===== config.mk =====
export PLATFORM = sky130hd
export DESIGN_NAME = nx_indirect_access_initiator
export DESIGN_NICKNAME = d
export VERILOG_FILES = /design/src/rtl/nx_mem_typePKG.sv /design/src/rtl/nx_initiator_poll_timer.sv /design/src/rtl/nx_indirect_access_initiator.sv
export SDC_FILE = /design/constraint.sdc
export NUM_CORES = 1
export LEC_CHECK = 0
export BUFFER_PORTS_ARGS = -buffer_cell sky130_fd_sc_hd__buf_2
export CORE_UTILIZATION = 42
export DETAILED_ROUTE_END_ITERATION = 10
export GPL_TIMING_DRIVEN = 1
export PLACE_DENSITY = 0.87
export SKIP_LAST_GASP = 1
export SYNTH_ARGS = -nofsm -noshare
export SYNTH_HDL_FRONTEND = slang
export SYNTH_HIERARCHICAL = 1
export SYNTH_SLANG_ARGS = --single-unit

===== constraint.sdc =====
create_clock -name clk_i -period 1.9 [get_ports clk_i]
set_input_delay 0.38 -clock clk_i [delete_from_list [all_inputs] [get_ports clk_i]]
set_output_delay 0.38 -clock clk_i [all_outputs]
set_load 0.02 [all_outputs]

===== src/rtl/nx_mem_typePKG.sv =====
// Shared types for the nx_*_indirect_access memory command protocol.
// Holds the command opcode enum, the status code enum and the LOG_VEC
// helper used to size entry address ports.
// No ports (package).
package nx_mem_typePKG;

  typedef enum logic [3:0] {
    MEM_OP_NOP   = 4'h0,
    MEM_OP_READ  = 4'h1,
    MEM_OP_WRITE = 4'h2
  } mem_op_e;

  typedef enum logic [2:0] {
    MEM_STAT_OK   = 3'd0,
    MEM_STAT_BUSY = 3'd1
  } mem_stat_e;

  // Address width for a memory of n entries; a single-entry memory
  // still gets a one-bit address so ports never collapse to zero width.
  function automatic int unsigned log_vec(input int unsigned n);
    return (n <= 1) ? 1 : $clog2(n);
  endfunction

endpackage


===== src/rtl/nx_initiator_poll_timer.sv =====
// Saturating poll timeout counter for nx_indirect_access_initiator.
// Only instantiated when NX_INDIRECT_INITIATOR_TIMEOUT_EN is defined.
// Ports:
//   clk_i, rst_ni : clock, asynchronous active-low reset
//   clear_i       : zero the counter (asserted while the command strobe issues)
//   count_i       : advance the counter (asserted on every poll cycle)
//   expired_o     : counter has saturated at all-ones
module nx_initiator_poll_timer #(
  parameter int unsigned N_TIMER_BITS = 6
) (
  input  logic clk_i,
  input  logic rst_ni,
  input  logic clear_i,
  input  logic count_i,
  output logic expired_o
);

  logic [N_TIMER_BITS-1:0] cnt_q;
  logic [N_TIMER_BITS-1:0] cnt_d;

  // The counter holds at all-ones so expiry stays asserted until cleared.
  always_comb begin
    cnt_d = cnt_q;
    if (clear_i) begin
      cnt_d = '0;
    end else if (count_i && !(&cnt_q)) begin
      cnt_d = cnt_q + N_TIMER_BITS'(1);
    end
  end

  always_ff @(posedge clk_i or negedge rst_ni) begin
    if (!rst_ni) begin
      cnt_q <= '0;
    end else begin
      cnt_q <= cnt_d;
    end
  end

  assign expired_o = &cnt_q;

endmodule


===== src/rtl/nx_indirect_access_initiator.sv =====
// Register-side initiator for the nx_*_indirect_access memory protocol.
// Accepts one request at a time, then sequences data-register write,
// command strobe, status poll and data-register read, and returns one
// response per request. All outputs are registered.
// Optional feature: define NX_INDIRECT_INITIATOR_TIMEOUT_EN to bound the
// status poll with an N_TIMER_BITS saturating counter; otherwise the poll
// waits indefinitely and rsp_timeout_o stays 0.
// Ports:
//   clk_i, rst_ni                     : clock, asynchronous active-low reset
//   req_valid_i/req_ready_o           : request handshake
//   req_op_i/req_addr_i/req_wdata_i   : request opcode, entry address, write data
//   rsp_valid_o/rsp_ready_i           : response handshake
//   rsp_rdata_o/rsp_code_o            : read data (0 for non-reads), final status
//   rsp_timeout_o                     : poll timed out
//   reg_addr_o/wr_stb_o/wr_dat_o      : register access to the memory wrapper
//   cmnd_op_o/cmnd_addr_o             : latched command fields
//   stat_code_i/rd_dat_i              : wrapper status and data register
module nx_indirect_access_initiator
  import nx_mem_typePKG::*;
#(
  parameter int unsigned CMND_ADDRESS    = 0,
  parameter int unsigned STAT_ADDRESS    = 0,
  parameter int unsigned DATA_ADDRESS    = 0,
  parameter int unsigned N_REG_ADDR_BITS = 16,
  parameter int unsigned N_DATA_BITS     = 32,
  parameter int unsigned N_ENTRIES       = 1,
  parameter int unsigned N_TIMER_BITS    = 6
) (
  input  logic                              clk_i,
  input  logic                              rst_ni,
  input  logic                              req_valid_i,
  output logic                              req_ready_o,
  input  logic [3:0]                        req_op_i,
  input  logic [log_vec(N_ENTRIES)-1:0]     req_addr_i,
  input  logic [N_DATA_BITS-1:0]            req_wdata_i,
  output logic                              rsp_valid_o,
  input  logic                              rsp_ready_i,
  output logic [N_DATA_BITS-1:0]            rsp_rdata_o,
  output logic [2:0]                        rsp_code_o,
  output logic                              rsp_timeout_o,
  output logic [N_REG_ADDR_BITS-1:0]        reg_addr_o,
  output logic                              wr_stb_o,
  output logic [N_DATA_BITS-1:0]            wr_dat_o,
  output logic [3:0]                        cmnd_op_o,
  output logic [log_vec(N_ENTRIES)-1:0]     cmnd_addr_o,
  input  logic [2:0]                        stat_code_i,
  input  logic [N_DATA_BITS-1:0]            rd_dat_i
);

  localparam int unsigned ADDR_BITS = log_vec(N_ENTRIES);
  localparam logic [N_REG_ADDR_BITS-1:0] REG_CMND = N_REG_ADDR_BITS'(CMND_ADDRESS);
  localparam logic [N_REG_ADDR_BITS-1:0] REG_STAT = N_REG_ADDR_BITS'(STAT_ADDRESS);
  localparam logic [N_REG_ADDR_BITS-1:0] REG_DATA = N_REG_ADDR_BITS'(DATA_ADDRESS);

  typedef enum logic [2:0] {
    ST_IDLE,
    ST_WDATA,
    ST_CMND,
    ST_POLL,
    ST_RDATA,
    ST_RESP
  } state_e;

  state_e                     state_q;
  logic                       settle_q;
  logic                       req_ready_q;
  logic                       rsp_valid_q;
  logic [N_DATA_BITS-1:0]     rsp_rdata_q;
  logic [2:0]                 rsp_code_q;
  logic                       rsp_timeout_q;
  logic [N_REG_ADDR_BITS-1:0] reg_addr_q;
  logic                       wr_stb_q;
  logic [N_DATA_BITS-1:0]     wr_dat_q;
  logic [3:0]                 cmnd_op_q;
  logic [ADDR_BITS-1:0]       cmnd_addr_q;
  logic                       timer_expired;

`ifdef NX_INDIRECT_INITIATOR_TIMEOUT_EN
  // Cleared while the command strobe issues, so it reads 0 in the settle
  // cycle and k in the k-th poll cycle after it.
  nx_initiator_poll_timer #(
    .N_TIMER_BITS(N_TIMER_BITS)
  ) u_poll_timer (
    .clk_i    (clk_i),
    .rst_ni   (rst_ni),
    .clear_i  (state_q == ST_CMND),
    .count_i  (state_q == ST_POLL),
    .expired_o(timer_expired)
  );
`else
  assign timer_expired = 1'b0;
`endif

  // Outputs are computed one state ahead so each register already holds
  // the value for the state being entered.
  always_ff @(posedge clk_i or negedge rst_ni) begin
    if (!rst_ni) begin
      state_q       <= ST_IDLE;
      settle_q      <= 1'b0;
      req_ready_q   <= 1'b1;
      rsp_valid_q   <= 1'b0;
      rsp_rdata_q   <= '0;
      rsp_code_q    <= '0;
      rsp_timeout_q <= 1'b0;
      reg_addr_q    <= '0;
      wr_stb_q      <= 1'b0;
      wr_dat_q      <= '0;
      cmnd_op_q     <= '0;
      cmnd_addr_q   <= '0;
    end else begin
      case (state_q)
        ST_IDLE: begin
          if (req_valid_i) begin
            req_ready_q <= 1'b0;
            cmnd_op_q   <= req_op_i;
            cmnd_addr_q <= req_addr_i;
            wr_stb_q    <= 1'b1;
            if (req_op_i == MEM_OP_WRITE) begin
              state_q    <= ST_WDATA;
              reg_addr_q <= REG_DATA;
              wr_dat_q   <= req_wdata_i;
            end else begin
              state_q    <= ST_CMND;
              reg_addr_q <= REG_CMND;
              wr_dat_q   <= '0;
            end
          end
        end
        ST_WDATA: begin
          state_q    <= ST_CMND;
          reg_addr_q <= REG_CMND;
          wr_stb_q   <= 1'b1;
          wr_dat_q   <= '0;
        end
        ST_CMND: begin
          state_q    <= ST_POLL;
          reg_addr_q <= REG_STAT;
          wr_stb_q   <= 1'b0;
          settle_q   <= 1'b1;
        end
        ST_POLL: begin
          settle_q <= 1'b0;
          // The wrapper status is not yet valid in the settle cycle.
          if (!settle_q) begin
            if (stat_code_i != MEM_STAT_BUSY) begin
              rsp_code_q    <= stat_code_i;
              rsp_rdata_q   <= '0;
              rsp_timeout_q <= 1'b0;
              if ((cmnd_op_q == MEM_OP_READ) && (stat_code_i == MEM_STAT_OK)) begin
                state_q    <= ST_RDATA;
                reg_addr_q <= REG_DATA;
              end else begin
                state_q     <= ST_RESP;
                rsp_valid_q <= 1'b1;
              end
            end else if (timer_expired) begin
              state_q       <= ST_RESP;
              rsp_valid_q   <= 1'b1;
              rsp_code_q    <= stat_code_i;
              rsp_rdata_q   <= '0;
              rsp_timeout_q <= 1'b1;
            end
          end
        end
        ST_RDATA: begin
          state_q     <= ST_RESP;
          rsp_rdata_q <= rd_dat_i;
          rsp_valid_q <= 1'b1;
        end
        ST_RESP: begin
          if (rsp_ready_i) begin
            state_q     <= ST_IDLE;
            rsp_valid_q <= 1'b0;
            req_ready_q <= 1'b1;
          end
        end
        default: begin
          state_q <= ST_IDLE;
        end
      endcase
    end
  end

  assign req_ready_o   = req_ready_q;
  assign rsp_valid_o   = rsp_valid_q;
  assign rsp_rdata_o   = rsp_rdata_q;
  assign rsp_code_o    = rsp_code_q;
  assign rsp_timeout_o = rsp_timeout_q;
  assign reg_addr_o    = reg_addr_q;
  assign wr_stb_o      = wr_stb_q;
  assign wr_dat_o      = wr_dat_q;
  assign cmnd_op_o     = cmnd_op_q;
  assign cmnd_addr_o   = cmnd_addr_q;

endmodule


==> results of run 1 <==
==> cell type report <==
| class | instances | area, um^2 | area share [%] |
|---|---|---|---|
| sequential | 79 | 1978 | 46.24 |
| multi-input combinational | 191 | 1086 | 25.39 |
| timing repair buffer | 159 | 852.1 | 19.92 |
| clock buffer | 12 | 165.2 | 3.861 |
| tap | 99 | 123.9 | 2.896 |
| clock inverter | 3 | 65.06 | 1.521 |
| inverter | 2 | 7.507 | 0.1755 |
==> logic make-up after synthesis <==
family | count (synthesis) | synth area share, %
AND/OR/NAND/NOR | 87 | 11.13
flip-flops | 79 | 61.09
AO/OA/AOI/OAI | 78 | 17.08
buffers and inverters | 38 | 7.496
multiplexers | 9 | 3.091
other | 1 | 0.1158
==> stage by stage <==
step | hold slack (ns) | setup slack (ns)
2_1_floorplan | 0.08441 | 0.2603
3_3_place_gp | 0.3310 | 0.1340
3_5_place_dp | 0.3388 | 0.05133
4_1_cts | 0.2251 | 0.04835
5_1_grt | 0.2287 | 0.0006735
6_report | 0.2386 | 0.1347
==> repair_timing <==
| action | in CTS | in global routing |
|---|---|---|
| gates resized for setup | 0 | 1 |
| endpoints found under the hold margin | 27 | 0 |
| endpoints found under the setup margin | 0 | 32 |
| hold buffers | 1 | 0 |
==> worst max-delay path by stage <==
| stage | endpoint |
|---|---|
| 5_1_grt | rsp_rdata_o[30] |
| 3_5_place_dp | rsp_rdata_o[18] |
| 6_report | rsp_rdata_o[18] |
| 2_1_floorplan | wr_dat_o[0] |
| 4_1_cts | rsp_rdata_o[18] |
| 3_3_place_gp | wr_dat_o[19] |
==> sequential cells by signal, summed over array words and instances (netlist names), 3 cells and up <==
name,count
state_q,3
rsp_code_o,3
cmnd_op_o,4
rsp_rdata_o,32
wr_dat_o,32
==> worst max-delay path: cells and delay by family (launching register included) <==
kind            cells  cell delay (ns)
flops               1             0.47
compound gates      2             0.70
simple gates        1             0.16
buf+inv             1             0.29
==> cells in the mapped netlist (2+ instances only) <==
cell type and number:
a211oi_1 2, a21oi_1 3, a22o_1 32, buf_2 5, buf_4 18, buf_6 3
clkbuf_1 7, clkbuf_2 3, dfrtp_1 78, inv_1 2, mux2_2 8, nand2_1 69
nand2b_1 2, nor2_1 9, o21ai_0 31, o21ai_1 5, or2_2 2
==> report_power, final <==
part / switching (mW) / internal (mW) / leakage (nW)
sequential: 0.258 / 2.06 / 1.06
combinational: 1.17 / 0.679 / 1.12
clock: 0.567 / 0.839 / 0.118
==> cells in the final DEF (no fill, tap or decap), types with 2 or more instances in the layout <==
cell type / instances
buf_2: 149
dfrtp_1: 78
nand2_1: 69
a22o_1: 32
o21ai_0: 31
conb_1: 17
clkbuf_8: 12
nor2_1: 8
mux2_2: 8
buf_4: 6
o21ai_1: 4
a21oi_1: 3
inv_1: 2
nand2b_1: 2
or2_2: 2
a211oi_1: 2
bufinv_16: 2
buf_12: 2
==> routing by layer <==
layer / up-vias / part of all wire, % / GRT usage [%]
met5: - / 0 / 0
met4: 0 / 1.4 / 5.738
met3: 11 / 5.3 / 4.822
met2: 99 / 51 / 33.01
met1: 1259 / 42 / 23.12
li1: 1272 / - / -
==> results_dict.tcl, run 1 <==
set metrics [dict create \
    hold_path_class "primary input to flop" \
    dpl.hpwl_mm 5.421 \
    fin_total_pwr_mw 5.567 \
    crit_chain "nand2_1 -> a2111oi_4 -> buf_6 -> o21ai_0" \
    fp.dieH_um 89.81 \
    hold_path_depth 3 \
    grt_pass1_vias 2628 \
    final.setup.tns_ns 0 \
    die_x_um 89.81 \
    dp_cells 529 \
    rrSetupSlack_ns 0.13 \
    r2r-end "rsp_rdata_o[18]" \
    synth_area_mm2 0.003238 \
    cts-root-buf "clkbuf_8" \
    routabilityCongestion 0.7936 \
    fillCellCount 660 \
    io_buffers 150 \
    yosysWarnings 6 \
    crit_path_max_incr_delay_ns 0.56 \
    drv_cap 0 \
    yosys.area.top_type "dfrtp_1" \
    worstSetupStartpoint "state_q[1]" \
    setup_viol 0 \
    post-route-min-period_ns 1.765 \
    r2r_cells 4 \
    cts_tree "built" \
    rows 31 \
    powerDensity_mw_per_mm2 1301 \
    slew_violations 0 \
    core_mm2 0.007370 \
    timing.final.crit_share_pct 92.91 \
    clock-sinks 79 \
    avgRoutedWirePerCell_um 13.48 \
    initial_core_util_pct 43.94 \
    cp_max_fo 32 \
    h-tree-depth 3 \
    placed_area_mm2 0.004034 \
    detail-route-antenna-nets 0 \
    yosys-top-cells-area "dfrtp_1, a22o_1, nand2_1, o21ai_0, buf_4" \
    drcViolationCount 0 \
    final_cells 545 \
    numCtsBuffers 9 \
    cp_data_arrival_time_ns 1.97 \
    wl_mm 7.346 \
    dr_total_vias 2641 \
    crit_required_ns 2.10 \
    final_util_pct 58.05 \
    synth_top_cell_area_share_pct 60.28 \
    crit_type "flop to flop" \
    die_area_mm2 0.008065 \
    hold_violations 0 \
    antenna_found_initial 0 \
    ioPinCount 168 \
    cts_setup_buffers 0 \
    fin_skew_ns 0.01299 \
    rsz0062_at_grt "no" \
    area_growth_pct 32.11 \
    syn_inst 292 \
    status "finished, final reports clean" \
    grt_pass1_wl_mm 12.29 \
    cts_buffer_depth 2 \
    start_kind "flop" \
    drt-initial-drc-count 101 \
    overflow 0 \
    drive_gt1_share_pct 42.60 \
    tightest_slew_ns 0.5939 \
    cpMaxStageDelayCell "a2111oi_4" \
    synth_edf_count 0 \
    async_flop_share_pct 100.0 \
    worst_hold_path.endpoint "rsp_rdata_o[7]" \
    synth_seq_cells 79 \
    clk_pin_slew_ns 0.09 \
    synth-main-ff-cell "dfrtp_1" \
    fmax_mhz 566.5 \
    first_pass_iters 4 \
    syn_area_per_cell_um2 11.09 \
    grt_usage_pct 18.95 \
    r2r-start "state_q[1]" \
    vdd_drop_max_mv 0.8376 \
    hold_start "rd_dat_i[7]" \
    via_per_inst 4.846 \
    p_leak_nw 2.299 \
    clk_latency_ns 0.34 \
    grt_max_degree 41 \
    num-nets-final 518 \
    final_area_mm2 0.004278 \
    slew-limit-headroom_pct 60.41 \
    synth.distinct_cells 30 \
    seq_area_frac_synth_pct 61.09 \
    antenna_cells 0 \
    cp-end-kind "flop" \
]
(Power assumes the default switching activity.)
==> inputs of run 2 (changes only) <==
--- a/config.mk
+++ b/config.mk
@@ -5,11 +5,13 @@
 export SDC_FILE = /design/constraint.sdc
 export NUM_CORES = 1
 export LEC_CHECK = 0
+export ABC_AREA = 1
 export BUFFER_PORTS_ARGS = -buffer_cell sky130_fd_sc_hd__buf_2
 export CORE_UTILIZATION = 42
 export DETAILED_ROUTE_END_ITERATION = 10
 export GPL_TIMING_DRIVEN = 1
-export PLACE_DENSITY = 0.87
+export PLACE_DENSITY = 0.85
+export SETUP_SLACK_MARGIN = 0.05
 export SKIP_LAST_GASP = 1
 export SYNTH_ARGS = -nofsm -noshare
 export SYNTH_HDL_FRONTEND = slang
==> run 2 against run 1 <==
Effect of this change:
- count of clock-buffer cells in the layout decreased by 3
- maximum frequency grew 4.5%
- global-route usage down 0.063 points
- non-clock buffer count down 2
- cell count increased by 26%
- synthesized area grew 12%
- sequential share of layout area down 3.2 points
- utilization down 2.6 points
- via count is 23% higher
- critical path depth rose by 4
- largest cell class unchanged
- highest routed layer unchanged
==> results_dict.tcl, run 2 <==
set metrics [dict create \
    start_kind "flop" \
    first_pass_iters 4 \
    drcViolationCount 0 \
    yosys.area.top_type "dfrtp_1" \
    synth.distinct_cells 21 \
    overflow 0 \
    setup_viol 0 \
    initial_core_util_pct 43.71 \
    cts_buffer_depth 2 \
    yosys-top-cells-count "nand2_1, dfrtp_1, nand3_1, nor3b_1, buf_4" \
    antenna_found_initial 0 \
    syn_area_per_cell_um2 8.396 \
    clock-sinks 79 \
    rows 33 \
    numCtsBuffers 9 \
    num-nets-final 653 \
    cp-end-kind "flop" \
    yosysWarnings 6 \
    grt_max_degree 44 \
    grt_pass1_wl_mm 13.17 \
    yosys-top-cells-area "dfrtp_1, nand2_1, nor3b_1, nand3_1, buf_4" \
    core_mm2 0.008299 \
    status "finished, final reports clean" \
    holdWs_ns 0.2353 \
    dpl.hpwl_mm 5.953 \
    cp_max_fo 21 \
    area_growth_pct 26.80 \
    final.setup.tns_ns 0 \
    cts_tree "built" \
    hold_violations 0 \
    p_int_mw 3.454 \
    synth-main-ff-cell "dfrtp_1" \
    switching_share_pct 44.46 \
    seq_power_share_pct 37.8 \
    timing.final.crit_share_pct 88.90 \
    hold_path_class "primary input to flop" \
    crit_type "flop to flop" \
    clk_latency_ns 0.35 \
    rsz0062_at_grt "no" \
    fp.dieH_um 94.93 \
    slew-limit-headroom_pct 65.88 \
    io_buffers 150 \
    wl_mm 8.221 \
    power_frac_comb_pct 41.8 \
    clk_pin_slew_ns 0.08 \
    ioPinCount 168 \
    cts-root-buf "clkbuf_8" \
    synth_seq_cells 79 \
    drive_gt1_share_pct 31.62 \
    detail-route-antenna-nets 0 \
    powerDensity_mw_per_mm2 1352 \
    slew_violations 0 \
    fin_skew_ns 0.01225 \
    grt_usage_pct 18.89 \
    cp_data_arrival_time_ns 1.97 \
    vdd_drop_max_mv 0.8334 \
    crit_required_ns 2.18 \
    synth_most_common_cell "nand2_1" \
    drt-initial-drc-count 73 \
    fin_total_pwr_mw 6.218 \
    power_switching_mw 2.764 \
    synth_edf_count 0 \
    die_x_um 94.93 \
    synth_area_mm2 0.003627 \
    die_area_mm2 0.009012 \
    routabilityCongestion 0.8385 \
    seq_area_frac_synth_pct 54.54 \
    via_per_inst 4.728 \
    dr_total_vias 3248 \
    final_common_cell "nand2_1" \
    tightest_slew_ns 0.5111 \
    h-tree-depth 3 \
    post-route-min-period_ns 1.689 \
    antenna_cells 0 \
    drv_cap 0 \
    avgRoutedWirePerCell_um 11.97 \
    grt_pass1_vias 3067 \
    fmax_mhz 592.1 \
    clock_power_share_pct 20.4 \
    layout_common_cells "nand2_1, buf_2, dfrtp_1, nand3_1, nor3b_1" \
    async_flop_share_pct 100.0 \
    synth_top_cell_area_share_pct 53.81 \
    syn_inst 432 \
    p_leak_nw 2.728 \
]
-- run 2: cell count changes after synthesis, sizes merged, moves of 17 or more --
| cell | previous run | this run |
|---|---|---|
| a22o | 32 | 0 |
| inv | 2 | 19 |
| nand2 | 69 | 194 |
| nand3 | 0 | 40 |
| nor3b | 0 | 32 |
| o21ai | 36 | 11 |
-- run 2: routing by layer --
layer / global-route usage (%) / up-vias / routed length [um]
met3: 6.441 / 6 / 617
li1: - / 1612 / -
met2: 33.87 / 127 / 4046
met4: 5.934 / 0 / 67
met5: 0 / - / 0
met1: 20.88 / 1503 / 3490
-- run 2: timing repair --
item | in CTS | in global routing
endpoints found under the hold margin | 11 | 0
setup endpoints to repair | 0 | 33
hold buffers | 1 | 0
setup buffers | 0 | 0
resized for setup | 0 | 2
-- run 2: area by class of cell --
cell class | instances | area (um^2)
Tap cell | 105 | 131.4
Clock inverter | 7 | 80.08
Fill cell | 739 | 3700
Multi-Input combinational cell | 311 | 1391
Timing Repair Buffer | 157 | 820.8
Sequential cell | 79 | 1978
Clock buffer | 9 | 123.9
Inverter | 19 | 73.82
-- run 2: through the flow --
step,instance area [um^2],utilization (%),setup slack [ns],instances
finish,4599,55.42,0.2110,687
global route,4599,55.42,0.05340,687
CTS,4597,55.39,0.1139,687
detailed placement,4383,52.81,0.1179,670
global placement,4383,52.81,0.2183,670
floorplan,3687,-,0.5615,448
-- run 2: kinds of logic (layout without fill, tap and decap cells) --
| logic type | Yosys count | after routing | share of synthesized area, % |
|---|---|---|---|
| AOI/OAI and AO/OA | 13 | 13 | 1.863 |
| and+or+nand+nor | 281 | 281 | 34.60 |
| buffers and inverters | 58 | 192 | 8.899 |
| DFF | 79 | 79 | 54.54 |
| other | 1 | 17 | 0.1034 |
-- run 2: final timing paths --
kind / startpoint / depth (start not counted) / slack, ns / endpoint
worst min-delay path: req_addr_i / 3 / 0.24 / cmnd_addr_o
worst max register to register: state_q[0] / 8 / 0.21 / wr_dat_o[24]
min in group asynchronous: rst_ni / 2 / 0.53 / rsp_code_o[2]
worst min register to register: rsp_rdata_o[7] / 2 / 0.47 / rsp_rdata_o[7]
max in group asynchronous: rst_ni / 3 / 0.76 / wr_dat_o[21]
worst max-delay path: state_q[0] / 8 / 0.21 / wr_dat_o[24]
-- run 2: power by group through the flow --
stage | logic [mW] | clock network (mW) | registers (mW)
after floorplan | 1.46 | 0 | 2.79
after global placement | 2.53 | 0 | 2.35
after detailed placement | 2.62 | 0 | 2.37
after CTS | 2.62 | 1.31 | 2.35
after global routing | 2.88 | 1.38 | 2.40
final | 2.60 | 1.27 | 2.35
-- run 2: critical path, cell delays in order, from the launching register on --
cell	delay, ns
dfrtp_1	0.43
inv_1	0.13
nand2_1	0.11
nor2_2	0.16
nand2_2	0.09
nand2_2	0.24
buf_4	0.30
nand2_1	0.08
nand2_1	0.08
